<file path="src/rtl/alsu_result_fifo.sv">
// alsu_result_fifo
// ----------------
// Result-capture FIFO directly downstream of the ALSU. On every cycle cap_en is
// high, the ALSU's registered out/leds values are sampled, tagged with a
// sequence number and queued. A consumer drains the queue through a
// first-word-fall-through valid/ready port. Dropped captures (queue full, no
// pop in the same cycle) are never silent: they set the sticky overflow flag
// and bump a saturating drop counter.
//
// Parameters
//   DEPTH   FIFO entries (power of two, >= 2)
//   TAG_W   sequence-tag width; the tag wraps modulo 2^TAG_W
//
// Ports
//   clk       clock, all state updates on the rising edge
//   rst       synchronous active-high reset
//   clr       synchronous soft clear, same effect as rst (rst has priority)
//   cap_en    capture strobe
//   out_in    ALSU out (6 bits)
//   leds_in   ALSU leds (16 bits); non-zero marks an invalid operation
//   rd_valid  head entry available
//   rd_ready  consumer accepts the head entry
//   rd_out    head entry result value
//   rd_err    head entry invalid-op flag
//   rd_tag    head entry sequence tag
//   level     occupancy, 0..DEPTH
//   full      level == DEPTH
//   overflow  sticky: at least one capture was dropped
//   drop_cnt  dropped captures, saturating at 255
//   err_cnt   captures with leds_in != 0, saturating at 0xFFFF
//             (only when ALSU_RES_ERR_CNT_EN is defined)
//
// Optional feature macro: ALSU_RES_ERR_CNT_EN adds the err_cnt port and logic.

module alsu_result_fifo #(
  parameter int DEPTH = 8,
  parameter int TAG_W = 8
) (
  input  logic                       clk,
  input  logic                       rst,
  input  logic                       clr,
  input  logic                       cap_en,
  input  logic [5:0]                 out_in,
  input  logic [15:0]                leds_in,
  output logic                       rd_valid,
  input  logic                       rd_ready,
  output logic [5:0]                 rd_out,
  output logic                       rd_err,
  output logic [TAG_W-1:0]           rd_tag,
  output logic [$clog2(DEPTH):0]     level,
  output logic                       full,
  output logic                       overflow,
  output logic [7:0]                 drop_cnt
`ifdef ALSU_RES_ERR_CNT_EN
  ,
  output logic [15:0]                err_cnt
`endif
);

  localparam int AW = $clog2(DEPTH);
  localparam int PW = AW + 1;
  // Entry layout: {err, out[5:0], tag}
  localparam int EW = TAG_W + 7;

  logic [EW-1:0]    mem_r [DEPTH];
  logic [PW-1:0]    wr_ptr_r;
  logic [PW-1:0]    rd_ptr_r;
  logic [TAG_W-1:0] tag_r;
  logic [PW-1:0]    level_r;
  logic             full_r;
  logic             valid_r;
  logic             overflow_r;
  logic [7:0]       drop_cnt_r;

  logic             pop_s;
  logic             push_s;
  logic             drop_s;
  logic             err_s;
  logic [PW-1:0]    wr_ptr_nxt_s;
  logic [PW-1:0]    rd_ptr_nxt_s;
  logic [PW-1:0]    level_nxt_s;
  logic [EW-1:0]    head_s;

  // Handshake decode and next pointer / occupancy computation.
  always_comb begin
    pop_s        = valid_r && rd_ready;
    // A pop in the same cycle frees a slot, so a full FIFO can still accept.
    push_s       = cap_en && (!full_r || pop_s);
    drop_s       = cap_en && full_r && !pop_s;
    err_s        = (leds_in != 16'h0000);
    wr_ptr_nxt_s = wr_ptr_r;
    rd_ptr_nxt_s = rd_ptr_r;
    if (push_s) begin
      wr_ptr_nxt_s = wr_ptr_r + PW'(1);
    end else begin
      wr_ptr_nxt_s = wr_ptr_r;
    end
    if (pop_s) begin
      rd_ptr_nxt_s = rd_ptr_r + PW'(1);
    end else begin
      rd_ptr_nxt_s = rd_ptr_r;
    end
    // Extra wrap bit makes the plain difference range over 0..DEPTH.
    level_nxt_s  = wr_ptr_nxt_s - rd_ptr_nxt_s;
  end

  // Pointer, tag, status and drop-counter registers.
  always_ff @(posedge clk) begin
    if (rst || clr) begin
      wr_ptr_r   <= {PW{1'b0}};
      rd_ptr_r   <= {PW{1'b0}};
      tag_r      <= {TAG_W{1'b0}};
      level_r    <= {PW{1'b0}};
      full_r     <= 1'b0;
      valid_r    <= 1'b0;
      overflow_r <= 1'b0;
      drop_cnt_r <= 8'h00;
    end else begin
      wr_ptr_r   <= wr_ptr_nxt_s;
      rd_ptr_r   <= rd_ptr_nxt_s;
      level_r    <= level_nxt_s;
      full_r     <= (level_nxt_s == PW'(DEPTH));
      valid_r    <= (level_nxt_s != {PW{1'b0}});
      if (push_s) begin
        tag_r <= tag_r + {{(TAG_W-1){1'b0}}, 1'b1};
      end
      if (drop_s) begin
        overflow_r <= 1'b1;
        if (drop_cnt_r != 8'hFF) begin
          drop_cnt_r <= drop_cnt_r + 8'd1;
        end
      end
    end
  end

  // Entry storage; contents survive reset, only the pointers are cleared.
  always_ff @(posedge clk) begin
    if (push_s && !rst && !clr) begin
      mem_r[wr_ptr_r[AW-1:0]] <= {err_s, out_in, tag_r};
    end
  end

`ifdef ALSU_RES_ERR_CNT_EN
  logic [15:0] err_cnt_r;

  // Invalid-op counter: counts every flagged capture, accepted or dropped.
  always_ff @(posedge clk) begin
    if (rst || clr) begin
      err_cnt_r <= 16'h0000;
    end else if (cap_en && err_s && (err_cnt_r != 16'hFFFF)) begin
      err_cnt_r <= err_cnt_r + 16'd1;
    end
  end

  assign err_cnt = err_cnt_r;
`endif

  // First-word-fall-through view of the head entry.
  assign head_s   = mem_r[rd_ptr_r[AW-1:0]];
  assign rd_err   = head_s[EW-1];
  assign rd_out   = head_s[TAG_W +: 6];
  assign rd_tag   = head_s[TAG_W-1:0];
  assign rd_valid = valid_r;
  assign level    = level_r;
  assign full     = full_r;
  assign overflow = overflow_r;
  assign drop_cnt = drop_cnt_r;

endmodule

</file>
<file path="config.mk">
export PLATFORM = sky130hd
export DESIGN_NAME = alsu_result_fifo
export DESIGN_NICKNAME = d
export VERILOG_FILES = /design/src/rtl/alsu_result_fifo.sv
export SDC_FILE = /design/constraint.sdc
export NUM_CORES = 1
export LEC_CHECK = 0
export CORE_AREA = 2 2 106 108
export CTS_CLUSTER_SIZE = 20
export DETAILED_ROUTE_END_ITERATION = 8
export DIE_AREA = 0 0 108 110
export PLACE_DENSITY_LB_ADDON = 0.3
export SYNTH_ARGS = -nofsm -noshare
export SYNTH_HDL_FRONTEND = slang
export SYNTH_SLANG_ARGS = --single-unit
</file>
<file path="constraint.sdc">
create_clock -name clk -period 3.3 [get_ports clk]
set_input_delay 0.33 -clock clk [delete_from_list [all_inputs] [get_ports clk]]
set_output_delay 0.33 -clock clk [all_outputs]
set_load 0.01 [all_outputs]
</file>
==> flow_summary.yaml <==
pwr:
  intPower_w: 0.003294
  p_switching_w: 0.0008357
  combinationalPowerShare_pct: 3.5
  pwr_density_cell_nw_per_um2: 564.2
  p_leak_nw: 2.341
  ir_drop_uv: 336.4
  seq_power_share_pct: 49.9
  p_sw_share_pct: 20.24
  p_clk_share_pct: 46.6
placed_design:
  place_area_um2: 6730
  pre_cts_ws_ps: 399.7
  port-buffer-count: 56
  gp_congestion: 0.7537
  hpwl_mm: 6.149
die:
  core_um2: 10700
  start_util_pct: 55.49
  fp.dieW_um: 108
  die_area_um2: 11880
  io_pins: 57
  fp-row-count: 38
  die_h_um: 110
final_layout:
  final_cell_area_um2: 7320
  syn_to_final_growth_pct: 23.31
  multiInputGateArea_um2: 1655
  layout-drive-gt1-share_pct: 22.27
  num-nets-final: 445
  utilization_pct: 68.42
  antenna_cells: 0
  ff_latch_area_um2: 4225
  n_fill_cell: 697
route:
  firstDrtPassIters: 4
  drt_iter0_drc: 181
  via_per_inst: 5.504
  wl_per_cell_um: 19.08
  drt-total-wl_mm: 10.72
  drc: 0
  ant_nets: 0
  routed-via-count: 3093
logic_synthesis:
  netlist_top_cells_count: "edfxtp_1, nor2_1, dfxtp_1"
  ys_top_cells_by_area: "edfxtp_1, mux4_2, dfxtp_1"
  synth.distinct_cells: 34
  yosysTopAreaCell: "edfxtp_1"
  yosysMostFrequentCell: "edfxtp_1"
  syn_area_um2: 5936
  synth_nets: 371
  synth-seq-area-share_pct: 71.16
  syn-instance-count: 336
  postSynthAreaPerCell_um2: 17.67
  yosys_warnings: 0
  synth_edf_count: 120
  ys_ff_latch: 151
  async_reset_ff_share_pct: 0
  synth_top_area_share_pct: 60.71
  ys.flop_type: "edfxtp_1"
status:
  outcome: "complete, no violations"
hold_path:
  hold_path_class: "flop to flop"
timing:
  setup_tns_ps: 0
  rsz0062_at_grt: "no"
  final-max-slew-violation-count: 0
  worstMarginPinSlew_ps: 563.4
  setup_viol: 0
  fmax_mhz: 356.8
  final_hold_viol_count: 0
  fin_ws_ps: 497.0
  fin_crit_ps: 2803
  worst_clock_skew_ps: 7.910
  maxSlewHeadroom_pct: 62.44
  fin_hold_ws_ps: 475.4
  period_share_pct: 84.94
job:
  drv_cap: 0
clock_network:
  clk_latency_ps: 520
  clk_pin_slew_ps: 60
  clock-root-buffer: "clkbuf_8"
  postCtsSetupRepairBufs: 0
  hold_buffers: 0
  clockBufferDepth: 2
  cts_max_level: 4
  cts_resized: 0
  cts_buffers: 17
  clkSinkCount: 151
  cts_tree: "yes"
global_route:
  track_usage_pct: 20.02
  grt_overflow: 0
  grt_pass1_vias: 3206
  grt_max_degree: 34
  grt_pass1_wl_mm: 17.01
  antenna_found_initial: 0
setup_path:
  arrival_ps: 2470
  cp_max_fo: 30
  crit_buf_inv: 2
  start_kind: "flop"
  cpPeakStageDelay_ps: 490
  crit_family: "buffers and inverters"
  endpoint_kind: "output port"
  path_cells: "buf_4 > mux4_2 > mux2_2 > clkdlybuf4s50_1"
  crit_type: "flop to output port"
  cpMaxStageDelayCell: "clkdlybuf4s50_1"
  cp_data_required_time_ps: 2970
-- per-stage QoR --
| stage | instances | power, W |
|---|---|---|
| after floorplan | 336 | 0.002170 |
| after global placement | 531 | 0.002243 |
| after detailed placement | 531 | 0.002247 |
| after CTS | 562 | 0.004158 |
| after global routing | 562 | 0.004248 |
| final | 562 | 0.004130 |
-- flip-flops by register name, summed over array words and instances (netlist names) --
register / count
tag_r: 8
level: 4
drop_cnt: 8
full: 1
mem_r: 120
rd_ptr_r: 4
rd_valid: 1
overflow: 1
wr_ptr_r: 4
-- power groups by stage --
stage / registers [W] / logic (W) / clock network (W)
final: 0.00206 / 0.000144 / 0.00192
after CTS: 0.00206 / 0.000145 / 0.00195
after floorplan: 0.00210 / 0.0000684 / 0
after global routing: 0.00206 / 0.000157 / 0.00203
after global placement: 0.00210 / 0.000141 / 0
after detailed placement: 0.00210 / 0.000144 / 0
-- final timing paths --
check	slack [ps]	cells past startpoint	end	from
max	500	4	rd_tag[4]	rd_ptr_r[1]
min	480	2	overflow	overflow
max reg2reg	850	9	full	full
min reg2reg	480	2	overflow	overflow
-- worst min-delay path, stage by stage, from the launching register on --
cell	delay, ps
dfxtp_1	330
a21oi_1	40
nor2_1	70
-- per-layer routing --
metal	part of all wire, %	global-route usage (%)
met1	43	25.40
met2	52	34.41
met3	4.3	5.232
met4	0.92	5.861
met5	0	0
-- layout make-up --
class                   instances  share of cell area, %
clock buffers                  18                  5.709
clock inverters                13                  2.342
inverters                       3                 0.1538
multi-input cells             169                  22.62
flip-flops and latches        151                  57.73
well taps                     140                  2.393
repair buffers                 68                  9.060
-- cell usage in the layout (no fill, tap or decap), drive strengths merged, types with 11 or more instances in the layout --
master,synthesis,routed
edfxtp,120,120
clkdlybuf4s50,0,56
nor2,32,32
dfxtp,31,31
mux4,30,30
clkbuf,7,18
mux2,15,15
nand2,12,12
xnor2,12,12
buf,6,12
nand3,11,11
-- kinds of logic (layout without fill, tap and decap cells) --
| logic type | Yosys count | count (layout) | synth area share (%) |
|---|---|---|---|
| flops | 151 | 151 | 71.16 |
| simple gates | 83 | 83 | 6.640 |
| mux | 47 | 47 | 14.57 |
| xor+xnor | 20 | 20 | 3.183 |
| buf+inv | 16 | 102 | 1.117 |
| compound gates | 11 | 11 | 1.518 |
| fa+ha+maj | 8 | 8 | 1.813 |
(Power assumes the default switching activity.)
